## src/rtl/serial_word_rx.sv

```systemverilog
// Serial-to-parallel word receiver: start bit (1), WIDTH data bits MSB first, stop bit (0).
// Completed words are offered on a valid/ready handshake; framing errors and overruns pulse for one cycle.
module serial_word_rx #(
    parameter int WIDTH = 16
) (
    input  logic             clk,
    input  logic             reset,
    input  logic             din,
    output logic [WIDTH-1:0] dout,
    output logic             valid,
    input  logic             ready,
    output logic             framing_err,
    output logic             overrun
);

    typedef enum logic [1:0] {
        IDLE,
        DATA,
        STOP
    } state_t;

    localparam int CW = (WIDTH > 2) ? $clog2(WIDTH) : 1;
    localparam logic [CW-1:0] LAST_BIT = CW'(WIDTH - 1);

    state_t           state, state_n;
    logic [CW-1:0]    cnt, cnt_n;
    logic [WIDTH-1:0] shreg, shreg_n;
    logic [WIDTH-1:0] dout_n;
    logic             valid_n;
    logic             framing_err_n;
    logic             overrun_n;

    always_comb begin
        // NOTE: every variable gets a default before the case so no path leaves it unassigned (no latches).
        state_n       = state;
        cnt_n         = cnt;
        shreg_n       = shreg;
        dout_n        = dout;
        valid_n       = valid;
        framing_err_n = 1'b0;
        overrun_n     = 1'b0;

        // A consumer accept clears valid unless a delivery on this same edge reloads it.
        if (valid && ready) begin
            valid_n = 1'b0;
        end

        case (state)
            IDLE: begin
                if (din) begin
                    state_n = DATA;
                    cnt_n   = '0;
                end
            end
            DATA: begin
                shreg_n = {shreg[WIDTH-2:0], din};
                cnt_n   = cnt + CW'(1);
                if (cnt == LAST_BIT) begin
                    state_n = STOP;
                end
            end
            STOP: begin
                // A bad stop bit returns to IDLE; it is never taken as the next start bit.
                state_n = IDLE;
                if (din) begin
                    framing_err_n = 1'b1;
                end else if (!valid || ready) begin
                    dout_n  = shreg;
                    valid_n = 1'b1;
                end else begin
                    overrun_n = 1'b1;
                end
            end
            default: begin
                state_n = IDLE;
            end
        endcase
    end

    // NOTE: state registers use non-blocking assignments so every flop samples pre-edge values.
    always_ff @(posedge clk) begin
        if (reset) begin
            state       <= IDLE;
            cnt         <= '0;
            shreg       <= '0;
            dout        <= '0;
            valid       <= 1'b0;
            framing_err <= 1'b0;
            overrun     <= 1'b0;
        end else begin
            state       <= state_n;
            cnt         <= cnt_n;
            shreg       <= shreg_n;
            dout        <= dout_n;
            valid       <= valid_n;
            framing_err <= framing_err_n;
            overrun     <= overrun_n;
        end
    end

endmodule

```

## config.mk

```make
export PLATFORM = sky130hd
export DESIGN_NAME = serial_word_rx
export DESIGN_NICKNAME = d
export VERILOG_FILES = /design/src/rtl/serial_word_rx.sv
export SDC_FILE = /design/constraint.sdc
export NUM_CORES = 1
export LEC_CHECK = 0
export CAP_MARGIN = 25
export CORE_MARGIN = 2
export CORE_UTILIZATION = 47
export DETAILED_ROUTE_END_ITERATION = 10
export GPL_TIMING_DRIVEN = 0
export MAX_ROUTING_LAYER = met4
export PLACE_DENSITY = 0.78
export SETUP_SLACK_MARGIN = 0.02
export SLEW_MARGIN = 20
export SYNTH_ARGS = -nofsm -noshare
export SYNTH_HDL_FRONTEND = slang
export SYNTH_SLANG_ARGS = --single-unit
export TNS_END_PERCENT = 10
```

## constraint.sdc

```tcl
create_clock -name clk -period 1.5 [get_ports clk]
set_clock_uncertainty 0.05 [all_clocks]
set_input_delay 0.15 -clock clk [delete_from_list [all_inputs] [get_ports clk]]
set_output_delay 0.15 -clock clk [all_outputs]
set_load 0.02 [all_outputs]
```

**Yosys cells after proc, flatten, opt, wreduce, memory -nomap -nowiden**

Index checks and enable logic that the tools add are counted.

- Input port bits: 4
- Word-level logic and storage cells: 36
- Bits in registers: 41

- Equal/unequal tests: 5
- Add/sub/neg operators: 1
- Reductions and logical operators: 10
- Multiplexer cells: 11
- Bitwise logic cells: 2

Operators by type and width:

| operator | number |
|---|---|
| one-hot mux 4 bit (2 select lines) | 1 |
| 2-to-1 mux 1 bit | 6 |
| adder 4 x 1 -> 4 bit (second input constant) | 1 |
| == test 4 bit (second input constant) | 1 |
| 2-to-1 mux 2 bit | 2 |
| 2-to-1 mux 4 bit | 1 |
| != test 2 bit (second input constant) | 2 |
| one-hot mux 2 bit (2 select lines) | 1 |
| AND reduction 2 bit | 2 |
| AND reduction 3 bit | 1 |
| OR reduction 3 bit | 1 |
| == test 2 x 1 -> 1 bit (second input constant) | 1 |
| == test 2 bit (second input constant) | 1 |
| logical NOT 2 bit | 1 |
| inverter 1 bit | 2 |
| nonzero test 2 bit | 1 |
| OR reduction 2 bit | 1 |
| logical AND 1 bit | 1 |
| logical NOT 1 bit | 1 |
| logical OR 1 bit | 1 |

**Longest topological paths before layout**

Gate-level depths: netlist (run 1).

- Depth after elaboration: 5
- Depth in mapped cells: 5
- Mapped depth without buffers: 4

**Worst setup path before layout (run 1)**

OpenSTA, ideal clock, no wires.

- Path type: register to register
- Start point: register state[0]
- End point: register dout[0]
- Path slack: 80 ps
- Data arrival time: 1,298 ps
- Clock period less this slack: 1,420 ps
- Cell stages (with the launch flop): 6
- Data required time: 1,378 ps
- Buffers on the path: 2
- Library setup time: 72 ps
- Path through: dfxtp_1 > or3b_4 > nor2b_4 > buf_6 > buf_12 > mux2i_1

- Word-level cells in the longest chain between the ends: 2

RTL lines:

| item | RTL line | source |
|---|---|---|
| start: declaration | 25 | `state_t state, state_n;` |
| start signal: assignment | 91 | `state <= state_n;` |
| == test 2 bit | 48 | `case (state)` |
| AND reduction 3 bit (no line) | - |  |
| end signal: assignment | 94 | `dout <= dout_n;` |
| end: declaration | 9 | `output logic [WIDTH-1:0] dout,` |

No other way between the ends.
A chain may end at the register's enable or synchronous reset.

**Final worst setup path (run 1)**

- Start point: register state[1]
- End point: register dout[1]

Same word-level chain as after synthesis.

==> results.toml, run 1 <==
[run_status]
outcome = "completed"

[setup_path]
timing.rr.start = "state[1]$_SDFFE_PP0P_"
r2r_end = "dout[1]$_SDFFE_PP0P_"
path_class = "reg -> reg"
rrSetupSlack_ns = 0.03
worst_setup_path_end_kind = "register"
required_ns = 1.74
rr_worst_depth = 5
worstPathArrival_ns = 1.71
start_kind = "register"
worstPathMaxFanout = 5

[placement]
portBuffers = 21
pre_cts_slack_ns = -0.329
placed_cells = 245
dp_hpwl_mm = 2.25
gp_congestion = 0.843

[global_routing]
antenna_found_initial = 0
grt_pass1_vias = 1227
grt_pass1_wl_mm = 5.39
gr-total-overflow = 0
grt.total_usage_pct = 18.4
grt_max_degree = 12

[timing]
fin_crit_sh_pct = 97.9
setup_violations = 0
rsz0062_at_grt = "true"
tightest_slew_ns = 0.479
tns_ns = 0
hold_viol = 0
finalCriticalPeriod_ns = 1.47
fin_ws_ns = 0.0311
clock.fmax_mhz = 681
slew_headroom_pct = 68.1
slew_violations = 0

[drt]
ant_nets = 0
drtPass1Iterations = 4
routedWlPerCell_um = 12.8
drt_wl_total_mm = 3.29
post-route-drc-count = 0
via_per_inst = 4.92
vias = 1265
drtIter0Drc = 27

[clocking]
cts_tree = "done"
clock_latency_ns = 0.35
cts_root_buf = "clkbuf_4"
cts-buffers-inserted = 5
ctsLongestPathBuffers = 2
htreeDepth = 2
cts_sinks = 41
clk_pin_slew_ns = 0.11

[final_layout]
layout.nets = 216
layout-drive-gt1-share_pct = 11.4
instances_no_fill = 257
syn2layout_area_growth_pct = 23.4
final_cell_mix = "dfxtp_1, nand2_1, nand2b_1"
layout_commonest_cell = "dfxtp_1"
final_util_pct = 60.8
antennaDiodeCount = 0

[power_and_ir_drop]
leakagePower_nw = 0.777
vdd_ir_drop_max_mv = 0.537
power_density_nw_per_um2 = 865
p_total_w = 0.00176

[floorplan]
die-area_um2 = 3990
rows = 21
io_pins = 23
core-area_um2 = 3340
initial_core_util_pct = 49.3
die_w_um = 63.1
die_y_um = 63.1

[synth]
synth_warnings = 0
ys_seq_area_share_pct = 49.9
synth_area_um2 = 1640
syn_nets = 183
synth_cells = 178
syn_avg_cell_area_um2 = 9.24
synth_cell_types = 25
synth_seq_cells = 41

[worst_hold_path]
whs_path_depth = 3
hp-start = "reset"
hold_end = "dout[13]$_SDFFE_PP0P_"
holdCritPathClass = "in -> reg"

[flow_run]
drv_cap = 0
## worst max path at each step
| stage | startpoint | endpoint | slack, ns | cells past startpoint |
|---|---|---|---|---|
| floorplan | state[0]$_SDFFE_PP0P_ | dout[0]$_SDFFE_PP0P_ | 0.08 | 5 |
| global placement | din | dout[7]$_SDFFE_PP0P_ | -0.28 | 6 |
| detailed placement | din | dout[1]$_SDFFE_PP0P_ | -0.33 | 6 |
| CTS | state[1]$_SDFFE_PP0P_ | dout[1]$_SDFFE_PP0P_ | 0.007 | 5 |
| global route | state[1]$_SDFFE_PP0P_ | dout[15]$_SDFFE_PP0P_ | -0.02 | 5 |
| finish | state[1]$_SDFFE_PP0P_ | dout[1]$_SDFFE_PP0P_ | 0.03 | 5 |
## synth_stat cells
master / number / area share, %
o21bai_1: 1 / 0.46
buf_6: 1 / 0.68
a21oi_1: 18 / 5.5
a31oi_1: 1 / 0.38
nor2_1: 3 / 0.68
nor2b_4: 1 / 0.84
and4bb_2: 1 / 0.76
a22oi_1: 1 / 0.46
nor2b_1: 1 / 0.38
nand2b_1: 34 / 13
dfxtp_1: 41 / 50
o21ai_0: 1 / 0.30
buf_2: 3 / 0.91
ha_1: 1 / 0.76
nor3_1: 3 / 0.91
buf_12: 1 / 1.2
or3b_4: 1 / 0.68
clkbuf_1: 7 / 1.6
mux2i_1: 17 / 10
or3_1: 1 / 0.38
nand3_1: 3 / 0.91
inv_1: 1 / 0.23
nor3b_1: 1 / 0.46
nand2_1: 34 / 7.8
and2b_2: 1 / 0.53
## flip-flops by register name (all words and copies together), names as in the netlist
name	cells
dout	16
shreg	16
state	2
cnt	4
framing_err	1
valid	1
overrun	1
## repair_timing
item / 4_1_cts / 5_1_grt
hold buffers: 0 / 0
setup buffers: 4 / 1
gates cloned: 0 / 1
gates resized for setup: 22 / 6
endpoints found under the setup margin: 37 / 25
## cell families (layout without fill, tap and decap cells)
family                     count (synthesis)  after routing  synth area share (%)
AOI/OAI and AO/OA                         22             22                  7.08
adders and majority gates                  1              1                 0.761
and+or+nand+nor                           84             84                  27.2
DFF                                       41             41                  49.9
muxes                                     17             17                  10.3
buffers and inverters                     13             46                  4.64
## metal layers
metal | wire (µm) | global-route usage, % | share of wire, % | vias to the layer above
met4 | 64 | 11.4 | 1.9 | 0
met2 | 1660 | 29.5 | 50 | 23
met1 | 1420 | 18.9 | 43 | 592
met5 | 0 | - | 0 | -
met3 | 149 | 6.96 | 4.5 | 6
li1 | - | - | - | 644
## worst max-delay path: stages (launching register included)
cell and delay [ns]:
dfxtp_4 0.38, or3b_4 0.40, nor2b_4 0.13, buf_8 0.13, buf_12 0.12, mux2i_1 0.19
## power breakdown
part            total, W  switching (W)  internal, W
Sequential       0.00110     0.00000583      0.00109
Combinational  0.0000959      0.0000569    0.0000390
Clock           0.000561       0.000339     0.000221
## area by class of cell
cell class                 instances  area, µm²
fill                             304       1310
sequential                        41        828
multi-input combinational        124        754
timing repair buffer              27        253
buffer                            11       77.6
tap                               46       57.6
clock buffer                       7       55.1
inverter                           1       3.75
## through the flow
step / cell area (µm²) / hold WS [ns]
3_5_place_dp: 1910 / 0.413
6_report: 2030 / 0.216
4_1_cts: 1980 / 0.204
5_1_grt: 2030 / 0.248
2_1_floorplan: 1640 / 0.236
3_3_place_gp: 1910 / 0.402
Note: power is estimated with default switching activity, not from simulation.
==> inputs of run 2 (changes only) <==
--- a/config.mk
+++ b/config.mk
@@ -5,6 +5,7 @@
 export SDC_FILE = /design/constraint.sdc
 export NUM_CORES = 1
 export LEC_CHECK = 0
+export ABC_AREA = 1
 export CAP_MARGIN = 25
 export CORE_MARGIN = 2
 export CORE_UTILIZATION = 47
==> run 2 against run 1 <==
  * Non-clock buffer count shrank 5
  * Via count grew 7.0%
  * Clock power grew 2%
  * Largest cell class unchanged
  * Die area shrank 2.9%
  * Critical path depth is the same
  * Register-to-register slack gained 0.15 ns
  * Maximum frequency grew 12%
  * Synthesized area shrank 3.1%
  * Critical path type is now in -> reg
  * First-iteration DRC count shrank 3.7%
  * Critical endpoint is now shreg[1]$_SDFFE_PP0N_
  * Sequential share of layout area grew 2.2 points
==> results.toml, run 2 <==
[floorplan]
rows = 21
io_pins = 23
die-area_um2 = 3870
core-area_um2 = 3280
initial_core_util_pct = 48.5
die_w_um = 62.2
die_y_um = 62.2

[global_routing]
grt_max_degree = 13
grt.total_usage_pct = 19.5
gr-total-overflow = 0
grt_pass1_vias = 1406
grt_pass1_wl_mm = 5.84
antenna_found_initial = 0

[synth]
synth_cells = 208
yosys-top-cells-area = "dfxtp_1, nor2_1, nand2_1, nand4_1, a21oi_1"
synth_warnings = 0
syn_nets = 213
synth_seq_cells = 41
synth_area_um2 = 1590
synth-edff-count = 0
netlist.area_leader.share_pct = 51.5
syn_avg_cell_area_um2 = 7.66
synth.top_cells.by_count = "dfxtp_1, nor2_1, nand2_1"
ys_seq_area_share_pct = 51.5
ys_async_sr_fraction_pct = 0
ys.flop_type = "dfxtp_1"
synth_cell_types = 19
post-synth-top-count-cell = "dfxtp_1"
synth_top_area_cell = "dfxtp_1"

[final_layout]
antennaDiodeCount = 0
n_fill_cell = 348
top_regs = "dout x16, shreg x16, cnt x4"
layout.nets = 242
final_util_pct = 58.1
layout_commonest_cell = "dfxtp_1"
layout-drive-gt1-share_pct = 8.44
syn2layout_area_growth_pct = 19.9
final_cell_mix = "dfxtp_1, nor2_1, nand2_1"

[clocking]
cts_tree = "done"
cts_root_buf = "clkbuf_4"
cts_sinks = 41
clk_pin_slew_ns = 0.11
htreeDepth = 2
ctsLongestPathBuffers = 2
postCtsHoldBufs = 0
cts-buffers-inserted = 5
clock_latency_ns = 0.35

[timing]
slew_violations = 0
setup_violations = 0
whs_ns = 0.410
finalCriticalPeriod_ns = 1.31
hold_viol = 0
slew_headroom_pct = 71.4
fin_crit_sh_pct = 87.6
rsz0062_at_grt = "false"
tightest_slew_ns = 0.429
clock.fmax_mhz = 761

[drt]
drt_wl_total_mm = 3.13
ant_nets = 0
drtIter0Drc = 26
post-route-drc-count = 0
drtPass1Iterations = 4
via_per_inst = 4.78
vias = 1354
routedWlPerCell_um = 11.1

[setup_path]
crit_family = "buffers and inverters"
required_ns = 1.74
timing.rr.start = "valid$_SDFF_PP0_"
cp_num_buf_inv = 3
cp_cell_sequence = "clkdlybuf4s50_1 -> inv_2 -> clkbuf_1 -> o21ai_0 -> a21oi_1"
start_kind = "primary input"
setup.worst_path.start = "reset"
worstPathArrival_ns = 1.55
worstPathMaxFanout = 10
critPathSlowestCell = "clkdlybuf4s50_1"
worst_setup_path_end_kind = "register"
path_class = "in -> reg"
worst_path_largest_cell_delay_ns = 0.53

[power_and_ir_drop]
vdd_ir_drop_max_mv = 0.531
leakagePower_nw = 0.850
power_density_nw_per_um2 = 981
p_total_w = 0.00187

[run_status]
outcome = "completed"

[flow_run]
drv_cap = 0

[placement]
portBuffers = 22
dp_hpwl_mm = 2.28
gp_congestion = 0.777

[worst_hold_path]
holdCritPathClass = "in -> reg"
hp-start = "din"
run 2: power breakdown:
group	internal [W]	leakage [nW]	total [W]	switching (W)
Sequential	0.00113	0.333	0.00115	0.0000222
Clock	0.000220	0.0303	0.000571	0.000351
Combinational	0.0000504	0.486	0.000151	0.000100
run 2: cells by family after synthesis:
logic type	count (synthesis)	synth area share [%]
AO/OA/AOI/OAI	38	11.9
adder cells (fa/ha/maj)	1	0.785
buffers and inverters	35	9.19
flip-flops	41	51.5
AND/OR/NAND/NOR	93	26.6
run 2: final timing paths:
kind,to,slack [ns],depth (start not counted)
setup / recovery,shreg[1]$_SDFFE_PP0N_,0.19,5
hold / removal,state[0]$_SDFFE_PP0P_,0.41,3
setup reg to reg,dout[2]$_SDFFE_PP0P_,0.19,6
hold reg to reg,shreg[4]$_SDFFE_PP0N_,0.43,2
run 2: final cells by class:
class | instances | area [µm²] | area share (%)
flip-flops and latches | 41 | 821 | 43.0
multi-input cells | 132 | 626 | 32.8
repair buffers | 22 | 200 | 10.5
inverters | 24 | 90.1 | 4.72
well taps | 46 | 57.6 | 3.01
plain buffers | 11 | 56.3 | 2.95
clock buffers | 6 | 51.3 | 2.69
clock inverters | 1 | 7.51 | 0.393
run 2: worst register-to-register path, cell delays in order (launching register included):
cell	delay (ns)
dfxtp_1	0.34
nand2_1	0.27
nand2_2	0.14
nor2_8	0.15
buf_6	0.16
nor2_1	0.05
nor2_1	0.09
run 2: per-layer routing:
layer | GRT usage [%] | vias up | wire length [µm]
li1 | - | 728 | -
met1 | 21.2 | 604 | 1490
met2 | 33.3 | 18 | 1490
met3 | 5.62 | 4 | 97
met4 | 8.89 | 0 | 58
met5 | - | - | 0
run 2: through the flow:
step	worst slack [ns]	setup TNS, ns	cells	instance area [µm²]
6_report	0.185	0	283	1910
3_5_place_dp	-0.192	-3.01	276	1870
5_1_grt	0.0488	0	283	1910
4_1_cts	0.0214	0	283	1910
3_3_place_gp	-0.159	-2.52	276	1870
2_1_floorplan	0.257	0	208	1590
run 2: what timing repair did:
item,4_1_cts,5_1_grt
resized for setup,18,1
buffers inserted,0,0
setup endpoints to repair,18,1
==> inputs of run 3 (changes only) <==
--- a/config.mk
+++ b/config.mk
@@ -6,7 +6,6 @@
 export NUM_CORES = 1
 export LEC_CHECK = 0
 export ABC_AREA = 1
-export CAP_MARGIN = 25
 export CORE_MARGIN = 2
 export CORE_UTILIZATION = 47
 export DETAILED_ROUTE_END_ITERATION = 10
==> results of run 3 <==
Final layout, timing and power as in run 2 (identical DEF).
